## src/rtl/frc_intr_gen.sv

```systemverilog
`default_nettype none
// ============================================================================
// Module     : frc_intr_gen
// Description: Free-running 64-bit timer (mtime) with compare register
//              (mtimecmp) and synchronised external interrupt source.
//              It drives the interrupt level, a rising-edge pulse and the
//              registered compare flag that the PC stage consumes.
//              Registers are accessed over a single-cycle 32-bit word bus.
// Revision   : 1.0 - initial release
// ----------------------------------------------------------------------------
// Build option: FRC_PRESCALE_EN
//   Defined   - adr 6 holds a PRESC_W-bit prescaler. mtime ticks every
//               presc+1 clocks.
//   Undefined - mtime ticks every clock. adr 6 reads 0 and ignores writes.
// ----------------------------------------------------------------------------
// Ports:
//   clk               in   system clock, posedge
//   rst               in   synchronous active-high reset
//   ext_intr_in       in   asynchronous level external interrupt request
//   bus_adr[2:0]      in   0 mtime_lo, 1 mtime_hi, 2 cmp_lo, 3 cmp_hi,
//                          4 status, 5 enable, 6 presc, 7 reserved
//   bus_we            in   write strobe
//   bus_re            in   read strobe
//   bus_wdata[31:0]   in   write data
//   bus_rdata[31:0]   out  read data, registered, held until next bus_re
//   g_interrupt       out  pending & enable (registered)
//   g_interrupt_1shot out  1-cycle pulse on the rise of g_interrupt
//   frc_cntr_val_leq  out  registered (mtimecmp <= mtime), unsigned
// ============================================================================
module frc_intr_gen #(
  parameter int CNT_W   = 64,
  parameter int PRESC_W = 8
) (
  input  logic        clk,
  input  logic        rst,
  input  logic        ext_intr_in,
  input  logic [2:0]  bus_adr,
  input  logic        bus_we,
  input  logic        bus_re,
  input  logic [31:0] bus_wdata,
  output logic [31:0] bus_rdata,
  output logic        g_interrupt,
  output logic        g_interrupt_1shot,
  output logic        frc_cntr_val_leq
);

  localparam logic [2:0] ADR_MTIME_LO = 3'd0;
  localparam logic [2:0] ADR_MTIME_HI = 3'd1;
  localparam logic [2:0] ADR_CMP_LO   = 3'd2;
  localparam logic [2:0] ADR_CMP_HI   = 3'd3;
  localparam logic [2:0] ADR_STATUS   = 3'd4;
  localparam logic [2:0] ADR_ENABLE   = 3'd5;
  localparam logic [2:0] ADR_PRESC    = 3'd6;

  logic [CNT_W-1:0]   mtime;
  logic [CNT_W-1:0]   mtimecmp;
  logic [31:0]        hi_snap;
  logic               pending;
  logic               enable;
  logic               sync1;
  logic               sync2;
  logic               sync2_d;
  logic               tick;
  logic [PRESC_W-1:0] presc_val;
  logic [31:0]        rd_mux;
  logic               set_edge;
  logic               w1c;

  assign set_edge = sync2 & ~sync2_d;
  assign w1c      = bus_we && (bus_adr == ADR_STATUS) && bus_wdata[0];

`ifdef FRC_PRESCALE_EN
  logic [PRESC_W-1:0] presc;
  logic [PRESC_W-1:0] presc_cnt;

  // Down-counter ticks on 0 and reloads, giving one tick every presc+1 clocks.
  // A presc write reloads it so the new rate starts immediately.
  always_ff @(posedge clk) begin
    if (rst) begin
      presc     <= '0;
      presc_cnt <= '0;
    end else if (bus_we && (bus_adr == ADR_PRESC)) begin
      presc     <= bus_wdata[PRESC_W-1:0];
      presc_cnt <= bus_wdata[PRESC_W-1:0];
    end else if (presc_cnt == '0) begin
      presc_cnt <= presc;
    end else begin
      presc_cnt <= presc_cnt - PRESC_W'(1);
    end
  end

  assign tick      = (presc_cnt == '0);
  assign presc_val = presc;
`else
  assign tick      = 1'b1;
  assign presc_val = '0;
`endif

  // Read mux samples pre-write state, so a same-cycle read+write returns old data.
  always_comb begin
    rd_mux = '0;
    case (bus_adr)
      ADR_MTIME_LO: rd_mux = mtime[31:0];
      ADR_MTIME_HI: rd_mux = hi_snap;
      ADR_CMP_LO:   rd_mux = mtimecmp[31:0];
      ADR_CMP_HI:   rd_mux = mtimecmp[CNT_W-1:32];
      ADR_STATUS:   rd_mux = {30'd0, frc_cntr_val_leq, pending};
      ADR_ENABLE:   rd_mux = {31'd0, enable};
      ADR_PRESC:    rd_mux = {{(32-PRESC_W){1'b0}}, presc_val};
      default:      rd_mux = '0;
    endcase
  end

  always_ff @(posedge clk) begin
    if (rst) begin
      mtime             <= '0;
      mtimecmp          <= '1;
      hi_snap           <= '0;
      pending           <= 1'b0;
      enable            <= 1'b0;
      sync1             <= 1'b0;
      sync2             <= 1'b0;
      sync2_d           <= 1'b0;
      bus_rdata         <= '0;
      g_interrupt       <= 1'b0;
      g_interrupt_1shot <= 1'b0;
      frc_cntr_val_leq  <= 1'b0;
    end else begin
      // Half-word writes replace only their half and suppress the tick,
      // so no carry crosses halves during a write cycle.
      if (bus_we && (bus_adr == ADR_MTIME_LO)) begin
        mtime[31:0] <= bus_wdata;
      end else if (bus_we && (bus_adr == ADR_MTIME_HI)) begin
        mtime[CNT_W-1:32] <= bus_wdata;
      end else if (tick) begin
        mtime <= mtime + CNT_W'(1);
      end

      if (bus_we && (bus_adr == ADR_CMP_LO)) mtimecmp[31:0]      <= bus_wdata;
      if (bus_we && (bus_adr == ADR_CMP_HI)) mtimecmp[CNT_W-1:32] <= bus_wdata;
      if (bus_we && (bus_adr == ADR_ENABLE)) enable               <= bus_wdata[0];

      // A lo read freezes the high half so the following hi read is coherent.
      if (bus_re && (bus_adr == ADR_MTIME_LO)) hi_snap <= mtime[CNT_W-1:32];
      if (bus_re) bus_rdata <= rd_mux;

      sync1   <= ext_intr_in;
      sync2   <= sync1;
      sync2_d <= sync2;

      // Set has priority over the W1C clear.
      if (set_edge) begin
        pending <= 1'b1;
      end else if (w1c) begin
        pending <= 1'b0;
      end

      g_interrupt       <= pending & enable;
      g_interrupt_1shot <= pending & enable & ~g_interrupt;
      frc_cntr_val_leq  <= (mtimecmp <= mtime);
    end
  end

endmodule
`default_nettype wire

```

## config.mk

```make
export PLATFORM = sky130hd
export DESIGN_NAME = frc_intr_gen
export DESIGN_NICKNAME = d
export VERILOG_FILES = /design/src/rtl/frc_intr_gen.sv
export SDC_FILE = /design/constraint.sdc
export NUM_CORES = 1
export LEC_CHECK = 0
export BUFFER_PORTS_ARGS = -buffer_cell sky130_fd_sc_hd__buf_4
export CAP_MARGIN = 15
export CORE_UTILIZATION = 55
export CTS_BUF_LIST = sky130_fd_sc_hd__clkbuf_8
export DETAILED_ROUTE_END_ITERATION = 10
export GPL_TIMING_DRIVEN = 0
export PLACE_DENSITY = 0.86
export SLEW_MARGIN = 15
export SYNTH_ARGS = -nofsm -noshare
export SYNTH_HDL_FRONTEND = slang
export SYNTH_SLANG_ARGS = --single-unit
```

## constraint.sdc

```tcl
create_clock -name clk -period 2.4 [get_ports clk]
set_clock_uncertainty 0.15 [all_clocks]
set_input_delay 0.48 -clock clk [delete_from_list [all_inputs] [get_ports clk]]
set_output_delay 0.48 -clock clk [all_outputs]
set_load 0.02 [all_outputs]
```

---- Word-level counts from Yosys, hierarchy flattened ----
Index checks and enable logic that the tools add are counted.
word-level totals
  output and inout port bits .............. 35
  input port bits ......................... 40
  word-level logic and storage cells ...... 43
  register bits after elaboration ......... 200
cells by class
  mux-type cells .......................... 6
  eq/ne operators ......................... 6
  bitwise operators ....................... 5
  $lt $le $gt $ge ......................... 1
  reduce and logical (&&, ||, !) cells .... 10
  add/sub/neg operators ................... 1
operator list
  kind                                                                   number
  32-bit one-hot mux with 6 select lines                                 1
  32-bit two-way mux                                                     3
  64-bit by 1-bit adder with 64-bit output, second input constant        1
  64-bit less-or-equal comparator                                        1
  1-bit logical AND                                                      8
  3-bit by 2-bit equality test with 1-bit output, second input constant  2
  3-bit equality test, second input constant                             2
  1-bit bitwise AND                                                      3
  3-bit by 1-bit equality test with 1-bit output, second input constant  1
  3-bit zero test                                                        1
  1-bit two-way mux                                                      2
  2-bit inequality test, second input constant                           1
  1-bit NOT                                                              2
  2-bit nonzero test                                                     1

---- Depth between registers and ports, before layout ----
  depth after elaboration ................. 5
  gate-level depth with buffers ........... 9
  gate-level depth less buffers ........... 8

---- Least setup slack after synthesis ----
Ideal clock, no wire load.
  kind .................................... input -> register
  start ................................... input bus_we
  end ..................................... register mtime[18]
  arrival ................................. 2.328 ns
  required time ........................... 2.122 ns
  library setup time ...................... 0.128 ns
  slack ................................... -0.206 ns
  stages on the path ...................... 7
  path buffers ............................ 3
  path through ............................ clkbuf_1 > nor4b_1 > clkbuf_1 > buf_1 > o21ai_0 > a2bb2oi_1 > nor2_1
on the way
  cells in the longest elaborated chain, start to end .. 2
  elaborated cells on any way between the ends .. 4
  classes of those cells .................. eq/ne: 1; mux: 1; reduce/logical: 2
ends and longest elaborated chain
  item                                                                   RTL line  RTL
  from (decl)                                                            38        input logic bus_we,
  1-bit logical AND (on tied branches)                                   131, 133
  2-bit inequality test (no line) or 32-bit two-way mux (tied branches)  -
  to (signal assigned)                                                   132       mtime[31:0] <= bus_wdata;
  to (signal, indexed assignment)                                        134       mtime[CNT_W-1:32] <= bus_wdata;
  to (signal assigned)                                                   136       mtime <= mtime + CNT_W'(1);
  to (decl)                                                              55        logic [CNT_W-1:0] mtime;
Several ways; a longest one is shown, not always the timed one.
A chain may end at the register's enable or synchronous reset.

---- Final worst setup path ----
  start ................................... register mtime[1]
  end ..................................... register mtime[52]
on the way
  cells in the longest elaborated chain, start to end .. 2
ends and longest elaborated chain
  item                                      RTL line  RTL
  64-bit by 1-bit adder with 64-bit output  136
  32-bit two-way mux                        133       end else if (bus_we && (bus_adr == ADR_MTIME_HI)) begin
No other way between the ends.

==> summary.txt <==
Worst ir drop on vdd = 0.501 mV
F_max = 387 MHz
Setup ws final = -185 ps
Crit-path max FO = 5
Final Power = 6.67 mW
Initial antenna violation count = 1
Setup Viol. Count Final = 27
Initial Util = 57.0%
CP cell instances = ha_4 -> nand3_4 -> or4_4 -> buf_6 -> nor4_4 -> nand3_2 -> or4_1 -> o211ai_1
Synth async-reset ratio = 0%
Post-cts hold buffer count = 0
CP arrival = 2850 ps
Maxcap violations = 0
DR vias/cell = 6.84
Run status = finished with violations
GRT met2 Usage = 69.7%
Routability Congestion = 1.03
Worst-Skew Late Latency = 500 ps
CP max-delay cell = or4_1
Dominant cells by area after synthesis = dfxtp_1 36%, nand2_1 8.9%, ha_1 7.2%
Detailed Routing Iterations Pass 1 = 9
Post-Layout Cell Count = 1919
Final HPWL DP = 35600 um
Core footprint = 19800 um^2
Buf/Inv on CP = 1
Overflow after GRT = 0
Combinational power share = 14.4%
Clock transition at path regs = 130 ps
Final Critical Period = 2580 ps
#FFs+latches synth = 200
Static Leak = 5.18 nW
First-pass GRT wire length = 73200 um
Via count = 13100
H-tree levels = 4
Sequential share of power = 52.7%
Post-Syn Area per Cell = 7.57 um^2
Io pins = 75
Post-synth EDFFs = 0
Synth Cell Area = 11300 um^2
Nets@finish = 1746
Worst-Margin Slew = 1170 ps
Area Overhead vs Synth = 22.5%
Final period utilization = 108%
WL final = 50100 um
DR iter-0 viols = 1891
Clock sinks = 200
Full die area = 21100 um^2
Synth cell types = 66
DRC viols = 0
Critical Path RT = 2660 ps
PortBufs = 73
Slew Limit Fails = 0
Post-Place Cells = 1827
Largest area contributor in the netlist = dfxtp_1
Count leader, synth = nand2_1
Critical Path Sink Type = flip-flop
Mapped Nets = 1594
Share of cells above drive strength 1 = 20.9%
Max clock buf depth = 2
Synth top area share = 35.5%
CTS tree = done
Die height = 145 um
DIE WIDTH = 145 um
Grt met3 use = 11.9%
Vias in the first global route = 12200
Worst setup SP type = flip-flop
P_int = 4.50 mW
Fill cell count = 1733
N_diodes = 0
All-Layer GR Usage = 46.4%
CP delay by family, top = simple AND/OR/NAND/NOR gates
Switching Share = 32.5%
Synth warn = 0
Final-report hold violation count = 0
Unrepaired setup endpoints after global routing = yes
Seq/Total Area, Yosys = 35.5%
Synth top cells by count = 267 x nand2_1, 200 x dfxtp_1, 158 x a21oi_1
Top_reg_cell synth = dfxtp_1
Num CTS Buffers = 17
Worst path max stage delay = 530 ps
Post-route ant nets = 0
Wirelength per Cell = 26.1 um
Hold crit path type = primary input to flip-flop
CP Class = flip-flop to flip-flop
Gr busiest metal = met2
Slew headroom = 21.8%
Num rows = 51
Failing checks = setup timing
Pwr dens = 483 nW/um^2
CTS Root Cell = clkbuf_8
P_sw = 2.17 mW
Met1 Use GR = 59.3%
Clock power share = 32.9%
Gate Count Post-Synth = 1489
Pin count of the biggest net entering global routing = 20
## worst paths after layout
path,from,end,slack (ps),cells after the start
setup reg to reg,mtime[1]$_SDFFE_PP0P_,mtime[52]$_SDFFE_PP0N_,-180,8
setup / recovery,mtime[1]$_SDFFE_PP0P_,mtime[52]$_SDFFE_PP0N_,-180,8
hold reg to reg,sync1$_SDFF_PP0_,sync2$_SDFF_PP0_,310,1
hold / removal,ext_intr_in,sync1$_SDFF_PP0_,70,2
## cells in the final DEF (no fill, tap or decap), types with 5 or more instances in the layout
cell type and count:
nor2_1 98, ha_1 58, dfxtp_2 23, buf_2 5, nand3_2 9, clkbuf_1 60, a22oi_1 89, nor3_1 27
inv_1 63, nand3_1 35, buf_4 135, nor4_4 8, o31ai_1 10, and3_1 11, buf_6 12, dfxtp_4 24
ha_4 7, nor2_4 5, a31oi_1 17, clkbuf_8 17, nor4_1 10, nor3_2 6, mux2i_1 5, clkbuf_2 23
nor2b_1 9, a211oi_1 10, nand2_2 5, o211ai_1 16, or4_1 9, inv_6 5, a21o_1 8, dfxtp_1 153
or4_4 7, nand2_1 260, nand4_1 34, a21oi_1 155, nand3b_1 65, o21ai_0 39, or3_1 10
## metal layers
metal / routed length (um) / vias up
li1: - / 5674
met1: 18600 / 6146
met2: 21100 / 1031
met3: 7100 / 267
met4: 3280 / 0
met5: 0 / -
## final cells by class
cell class              count  area (um^2)  share of cell area (%)
inverters                  67          255                    1.85
repair buffers            145         1130                    8.19
plain buffers              95          410                    2.97
multi-input cells        1115         7170                    51.9
clock inverters            15          149                    1.08
well taps                 265          332                    2.40
clock buffers              17          234                    1.70
flip-flops and latches    200         4120                    29.9
## repair_timing
action	CTS	global route
resized for setup	144	83
buffers inserted	43	29
endpoints found under the setup margin	71	127
pin swaps	36	32
## worst register-to-register path, cell delays in order, from the launching register on
cell and delay, ps:
dfxtp_4 390, ha_4 160, nand3_4 110, or4_4 490
buf_6 160, nor4_4 240, nand3_2 190, or4_1 530
o211ai_1 90
## logic make-up (layout without fill, tap and decap cells)
logic type               after synthesis  in the layout  share of synthesized area [%]
flip-flops                           200            200                           35.5
AND/OR/NAND/NOR                      649            649                           28.6
multiplexers                           7              7                          0.744
XOR/XNOR                               1              1                         0.0777
adder cells (fa/ha/maj)               65             65                           7.22
buffers and inverters                174            339                           5.84
AO/OA/AOI/OAI                        393            393                           22.0
## power groups by stage
stage / Clock [mW] / Sequential, mW / Combinational, mW
floorplan: 0 / 3.58 / 0.472
global placement: 0 / 3.59 / 0.830
detailed placement: 0 / 3.59 / 0.856
CTS: 2.18 / 3.51 / 0.900
global route: 2.30 / 3.52 / 1.01
finish: 2.20 / 3.51 / 0.959
## sequential cells by signal (all words and copies together), names as in the netlist
register / count
g_interrupt_1shot: 1
sync2: 1
g_interrupt: 1
mtimecmp: 64
sync2_d: 1
pending: 1
sync1: 1
bus_rdata: 32
hi_snap: 32
frc_cntr_val_leq: 1
enable: 1
mtime: 64
## metrics by stage
| stage | area, um^2 | TNS, ps | hold slack [ps] | worst slack, ps | util (%) |
|---|---|---|---|---|---|
| 2_1_floorplan | 11300 | -23.8 | 264 | -23.8 | - |
| 5_1_grt | 13800 | -2410 | 81.6 | -233 | 69.8 |
| 6_report | 13800 | -1770 | 67.0 | -185 | 69.8 |
| 3_3_place_gp | 12200 | -95500 | 257 | -1200 | 61.6 |
| 4_1_cts | 13300 | -352 | 63.4 | -79.9 | 67.4 |
| 3_5_place_dp | 12200 | -102790 | 291 | -1270 | 61.6 |
Power figures use the tool's default switching activity.
